===== src/rtl/mux_nto1_stream_if.sv =====
// Channel bank, select control and valid/ready output bundle for mux_nto1_stream.
// scan_wrap exists only when MUX_SCAN_EN is defined.
interface mux_nto1_stream_if #(
  parameter int unsigned NUM_IN = 7,
  parameter int unsigned DATA_W = 1,
  parameter int unsigned SEL_W  = 3
);
  logic [NUM_IN*DATA_W-1:0] in;
  logic [SEL_W-1:0]         sel_in;
  logic                     sel_load;
  logic                     en;
  logic                     scan_en;
  logic                     out_ready;
  logic [DATA_W-1:0]        out_data;
  logic                     out_valid;
  logic                     sel_err;
  logic [SEL_W-1:0]         cur_sel;
`ifdef MUX_SCAN_EN
  logic                     scan_wrap;
`endif

  modport master (
    output in,
    output sel_in,
    output sel_load,
    output en,
    output scan_en,
    output out_ready,
    input  out_data,
    input  out_valid,
    input  sel_err,
`ifdef MUX_SCAN_EN
    input  scan_wrap,
`endif
    input  cur_sel
  );

  modport slave (
    input  in,
    input  sel_in,
    input  sel_load,
    input  en,
    input  scan_en,
    input  out_ready,
    output out_data,
    output out_valid,
    output sel_err,
`ifdef MUX_SCAN_EN
    output scan_wrap,
`endif
    output cur_sel
  );
endinterface


===== src/rtl/mux_nto1_stream.sv =====
// Registered N-to-1 channel selector with a select register and valid/ready output.
// Define MUX_SCAN_EN to enable auto-scan of the select register and the scan_wrap pulse.
module mux_nto1_stream #(
  parameter int unsigned       NUM_IN  = 7,
  parameter int unsigned       DATA_W  = 1,
  parameter int unsigned       SEL_W   = 3,
  parameter logic [DATA_W-1:0] OOR_VAL = '0
) (
  input logic              clk,
  input logic              rst,
  mux_nto1_stream_if.slave bus
);

  localparam logic [SEL_W-1:0] LastSel = SEL_W'(NUM_IN - 1);

  logic [SEL_W-1:0]  sel_q, sel_d;
  logic [DATA_W-1:0] data_q, data_d;
  logic              valid_q, valid_d;
  logic              err_q, err_d;
  logic              cap;
  logic              scan_step;
  logic [DATA_W-1:0] sample;
  logic              sample_oor;
`ifdef MUX_SCAN_EN
  logic              wrap_q, wrap_d;
`else
  logic              unused_scan_en;
  assign unused_scan_en = bus.scan_en;
`endif

  assign cap = bus.en & (~valid_q | bus.out_ready);

  // Matching against every legal index avoids reading past the packed bus when sel_q >= NUM_IN.
  always_comb begin
    sample     = OOR_VAL;
    sample_oor = 1'b1;
    for (int unsigned k = 0; k < NUM_IN; k++) begin
      if (sel_q == SEL_W'(k)) begin
        sample     = bus.in[k*DATA_W +: DATA_W];
        sample_oor = 1'b0;
      end
    end
  end

  always_comb begin
    data_d  = data_q;
    err_d   = err_q;
    valid_d = valid_q;
    if (cap) begin
      data_d  = sample;
      err_d   = sample_oor;
      valid_d = 1'b1;
    end else if (valid_q && bus.out_ready) begin
      valid_d = 1'b0;
    end
  end

  always_comb begin
`ifdef MUX_SCAN_EN
    scan_step = bus.scan_en & cap;
    wrap_d    = 1'b0;
`else
    scan_step = 1'b0;
`endif
    sel_d = sel_q;
    if (bus.sel_load) begin
      sel_d = bus.sel_in;
    end else if (scan_step) begin
      sel_d = (sel_q >= LastSel) ? '0 : sel_q + 1'b1;
`ifdef MUX_SCAN_EN
      wrap_d = (sel_q == LastSel);
`endif
    end
  end

  always_ff @(posedge clk) begin
    if (rst) begin
      sel_q   <= '0;
      data_q  <= '0;
      valid_q <= 1'b0;
      err_q   <= 1'b0;
`ifdef MUX_SCAN_EN
      wrap_q  <= 1'b0;
`endif
    end else begin
      sel_q   <= sel_d;
      data_q  <= data_d;
      valid_q <= valid_d;
      err_q   <= err_d;
`ifdef MUX_SCAN_EN
      wrap_q  <= wrap_d;
`endif
    end
  end

  assign bus.out_data  = data_q;
  assign bus.out_valid = valid_q;
  assign bus.sel_err   = err_q;
  assign bus.cur_sel   = sel_q;
`ifdef MUX_SCAN_EN
  assign bus.scan_wrap = wrap_q;
`endif

endmodule


===== src/flat_wrapper.sv =====
// flat-port wrapper written by rule: the top's interface ports become plain ports
module mux_nto1_stream_flat 
#(
  parameter int unsigned       NUM_IN  = 7,
  parameter int unsigned       DATA_W  = 1,
  parameter int unsigned       SEL_W   = 3,
  parameter logic [DATA_W-1:0] OOR_VAL = '0
)
  (clk, rst, bus_in, bus_sel_in, bus_sel_load, bus_en, bus_scan_en, bus_out_ready, bus_out_data, bus_out_valid, bus_sel_err, bus_cur_sel);
  mux_nto1_stream_if #(.NUM_IN(NUM_IN), .DATA_W(DATA_W), .SEL_W(SEL_W)) bus_i ();
  input logic clk;
  input logic rst;
  input wire logic [$bits(bus_i.in)-1:0] bus_in;
  input wire logic [$bits(bus_i.sel_in)-1:0] bus_sel_in;
  input wire logic [$bits(bus_i.sel_load)-1:0] bus_sel_load;
  input wire logic [$bits(bus_i.en)-1:0] bus_en;
  input wire logic [$bits(bus_i.scan_en)-1:0] bus_scan_en;
  input wire logic [$bits(bus_i.out_ready)-1:0] bus_out_ready;
  output wire logic [$bits(bus_i.out_data)-1:0] bus_out_data;
  output wire logic [$bits(bus_i.out_valid)-1:0] bus_out_valid;
  output wire logic [$bits(bus_i.sel_err)-1:0] bus_sel_err;
  output wire logic [$bits(bus_i.cur_sel)-1:0] bus_cur_sel;
  assign bus_i.in = bus_in;
  assign bus_i.sel_in = bus_sel_in;
  assign bus_i.sel_load = bus_sel_load;
  assign bus_i.en = bus_en;
  assign bus_i.scan_en = bus_scan_en;
  assign bus_i.out_ready = bus_out_ready;
  assign bus_out_data = bus_i.out_data;
  assign bus_out_valid = bus_i.out_valid;
  assign bus_sel_err = bus_i.sel_err;
  assign bus_cur_sel = bus_i.cur_sel;
  mux_nto1_stream #(.NUM_IN(NUM_IN), .DATA_W(DATA_W), .SEL_W(SEL_W), .OOR_VAL(OOR_VAL)) u_core (.clk(clk), .rst(rst), .bus(bus_i));
endmodule

===== config.mk =====
export PLATFORM = sky130hd
export DESIGN_NAME = mux_nto1_stream_flat
export DESIGN_NICKNAME = d
export VERILOG_FILES = /design/src/rtl/mux_nto1_stream_if.sv /design/src/rtl/mux_nto1_stream.sv /design/src/flat_wrapper.sv
export SDC_FILE = /design/constraint.sdc
export NUM_CORES = 1
export LEC_CHECK = 0
export ABC_AREA = 1
export BUFFER_PORTS_ARGS = -buffer_cell sky130_fd_sc_hd__buf_2
export CAP_MARGIN = 0
export CORE_AREA = 2 2 39 41
export CTS_CLUSTER_SIZE = 12
export DETAILED_ROUTE_END_ITERATION = 12
export DIE_AREA = 0 0 41 43
export PLACE_DENSITY = 0.46
export SYNTH_ARGS = -nofsm -noshare
export SYNTH_HDL_FRONTEND = slang
export SYNTH_SLANG_ARGS = --single-unit

===== constraint.sdc =====
create_clock -name clk -period 2.5 [get_ports clk]
set_input_delay 0.5 -clock clk [delete_from_list [all_inputs] [get_ports clk]]
set_output_delay 0.5 -clock clk [all_outputs]
set_load 0.05 [all_outputs]

==> run metrics <==
status=completed; Sw Pwr=0.0000822 W; clock sink count=6; area of the multi-input gates=around 140 µm²; CTS tree=yes; IO Pins=22; slowest cell delay on critical path=approximately 420 ps; All-Layer GR Usage=0.0968; Clock Skews=0.292 ps; Vias/cell=4.26; Warnings, synthesis=0; Port Buffers=20; Setup TNS=0 ps; core area=1380 µm²; Cell Int Power=0.000178 W; CP arrival=970 ps; post-synth top area share=0.414; final instance area=433 µm²; Final GP Congestion=0.663; top cells by area, synth=dfxtp_1, nand2_1, inv_1; Synth Area in Adders=0; slowest stage cell, crit path=dfxtp_1; Syn Area/Cell=between 6 and 7 µm²; cells after synthesis=45; ant diodes=0; antenna violations before repair=0; drt wl/cell=8.60 µm; Pwr Density=602 nW/µm²; root buf cell=clkbuf_4; TritonRoute pass-1 iters=4; Max VDD drop=0.000189 V; final worst slack=between 1000 and 1500 ps; FF-to-FF End=u_core.bus.sel_err$_SDFFE_PP0P_; via count=around 360; number of library cell types mapped by synthesis=9; total clock buffers created by CTS=3; #FFs+latches synth=6; fin crit period=1470 ps; Net Sw Frac=0.315; Seq/Total Area, Yosys=0.414; Placement Rows=14; largest area contributor in the netlist=dfxtp_1; Synth Area in XOR/XNOR=0; Post-Syn Nets=between 60 and 70; first-pass GRT wire length=1.08 mm; maximum fanout along the worst path=7; Combinational Power Share=0.248; Reg power frac=0.415; Compound-Gate Fraction of Synth Area=0.198; Hold Crit Depth=2; register cell area after layout=120 µm²; crit-path cells=buf_2; post-route ant nets=0; Min-Delay Endpoint=u_core.bus.out_valid$_SDFFE_PP0P_; largest family of logic cells by synthesized area=simple AND/OR/NAND/NOR gates; Hold Startpoint=u_core.bus.out_valid$_SDFFE_PP0P_; clock insertion delay at the later pin of the skew report=240 ps; Die Area=1760 µm²; number of global-route vias before repair=279; final number of setup-violating endpoints=0; Hold Path Class=reg2reg; Top Family by Delay on Critical Path=flip-flops; RR Startpoint=u_core.bus.out_valid$_SDFFE_PP0P_; clock share of power=0.337; Worst EP required=2000 ps; grt total ovfl=0; Clock transition at path regs=about 40 ps; R2R setup slack=1500 ps; clk buf depth=2; worst-margin pin slew=289 ps; post-cts sizing count=0; drt drc=0; final hold vios=0; Die Ht=43 µm; final slew viol count=0; multiplexer share of the synthesized area=0; CP Class=reg2out; hpwl dp=565 µm; nets@finish=between 80 and 90; Slew Limit Headroom=0.808; RSZ-0062 raised after global routing=no; largest net degree at the start of global routing=8; htree depth=1; postcts setup bufs=0; R2R depth=4; drt total wl=roughly 720 µm; # Max-Cap Violations=0; CTS hold repair buffers=0; Placed Area=410 µm²; Post-Syn Area=290 µm²; static leakage=0.242 nW; Area Overhead vs Synth=49.1%; die width=41 µm; Detailed Route Iter0 Violations=12; Fillers=157; CP Buf/Inv Count=1; dpl ws=1230 ps; starting density of the core=0.210; simple-gate share of the synthesized area=0.284; crit start category=flop; achievable frequency=681 MHz; fraction of layout cells with a size suffix above 1=0.338; period utilisation layout=0.588; Worst setup EP type=output pin
power by group through the flow:
| stage | logic [W] | registers (W) | clock network [W] |
|---|---|---|---|
| after detailed placement | 0.0000649 | 0.000110 | 0 |
| after CTS | 0.0000652 | 0.000108 | 0.0000930 |
| final | 0.0000646 | 0.000108 | 0.0000879 |
| after global placement | 0.0000649 | 0.000110 | 0 |
| after floorplan | 0.0000198 | 0.000133 | 0 |
| after global routing | 0.0000715 | 0.000109 | 0.000100 |
synth_stat cells:
cell type / instances
nand3_1: 3
a21oi_1: 4
inv_1: 8
o21bai_1: 1
nor2_1: 8
o21ai_0: 3
a211oi_1: 2
dfxtp_1: 6
nand2_1: 10
worst max path at each step:
stage | start | to | cells past startpoint
4_1_cts | u_core.bus.cur_sel[1]$_SDFFE_PP0P_ | bus_cur_sel[1] | 1
3_3_place_gp | bus_out_ready | u_core.bus.sel_err$_SDFFE_PP0P_ | 6
6_report | u_core.bus.cur_sel[1]$_SDFFE_PP0P_ | bus_cur_sel[1] | 1
2_1_floorplan | u_core.bus.cur_sel[0]$_SDFFE_PP0P_ | u_core.bus.out_data$_SDFFE_PP0P_ | 7
3_5_place_dp | bus_out_ready | u_core.bus.sel_err$_SDFFE_PP0P_ | 6
5_1_grt | u_core.bus.cur_sel[1]$_SDFFE_PP0P_ | bus_cur_sel[1] | 1
kinds of logic (layout without fill, tap and decap cells):
family,count (synthesis),after routing
compound gates,10,10
buf+inv,8,31
simple gates,21,21
flops,6,6
flip-flops by register name (all words and copies together) (netlist names):
signal and cells:
u_core.bus.out_data 1, u_core.bus.sel_err 1, u_core.bus.cur_sel 3, u_core.bus.out_valid 1
final cells by class:
type | instances | area share
well taps | 16 | 0.0462
inverters | 8 | 0.0694
flip-flops and latches | 6 | 0.277
multi-input cells | 31 | 0.324
clock buffers | 3 | 0.0520
repair buffers | 20 | 0.231
cells in the final DEF (no fill, tap or decap):
cell type	Yosys	routed
o21bai_1	1	1
dfxtp_1	6	6
a211oi_1	2	2
buf_2	0	20
a21oi_1	4	4
inv_1	8	8
clkbuf_4	0	3
nor2_1	8	8
nand2_1	10	10
o21ai_0	3	3
nand3_1	3	3
routing by layer:
metal | up-vias | wire, µm | track usage | share of wire
met4 | 0 | 0 | 0.0800 | 0
met1 | 155 | 354 | 0.117 | 0.49
li1 | 189 | - | - | -
met5 | - | 0 | 0 | 0
met3 | 0 | 55 | 0.0471 | 0.076
met2 | 14 | 313 | 0.122 | 0.43
stage by stage:
| step | instances | power, W | utilization | hold WS (ps) |
|---|---|---|---|---|
| 6_report | 84 | 0.000261 | 0.313 | 470 |
| 5_1_grt | 84 | 0.000281 | 0.313 | 500 |
| 4_1_cts | 84 | 0.000266 | 0.313 | 478 |
| 3_5_place_dp | 81 | 0.000175 | 0.297 | 471 |
| 3_3_place_gp | 81 | 0.000175 | 0.297 | 467 |
| 2_1_floorplan | 45 | 0.000152 | - | 569 |
No activity file was read; power rests on OpenSTA's default activity.
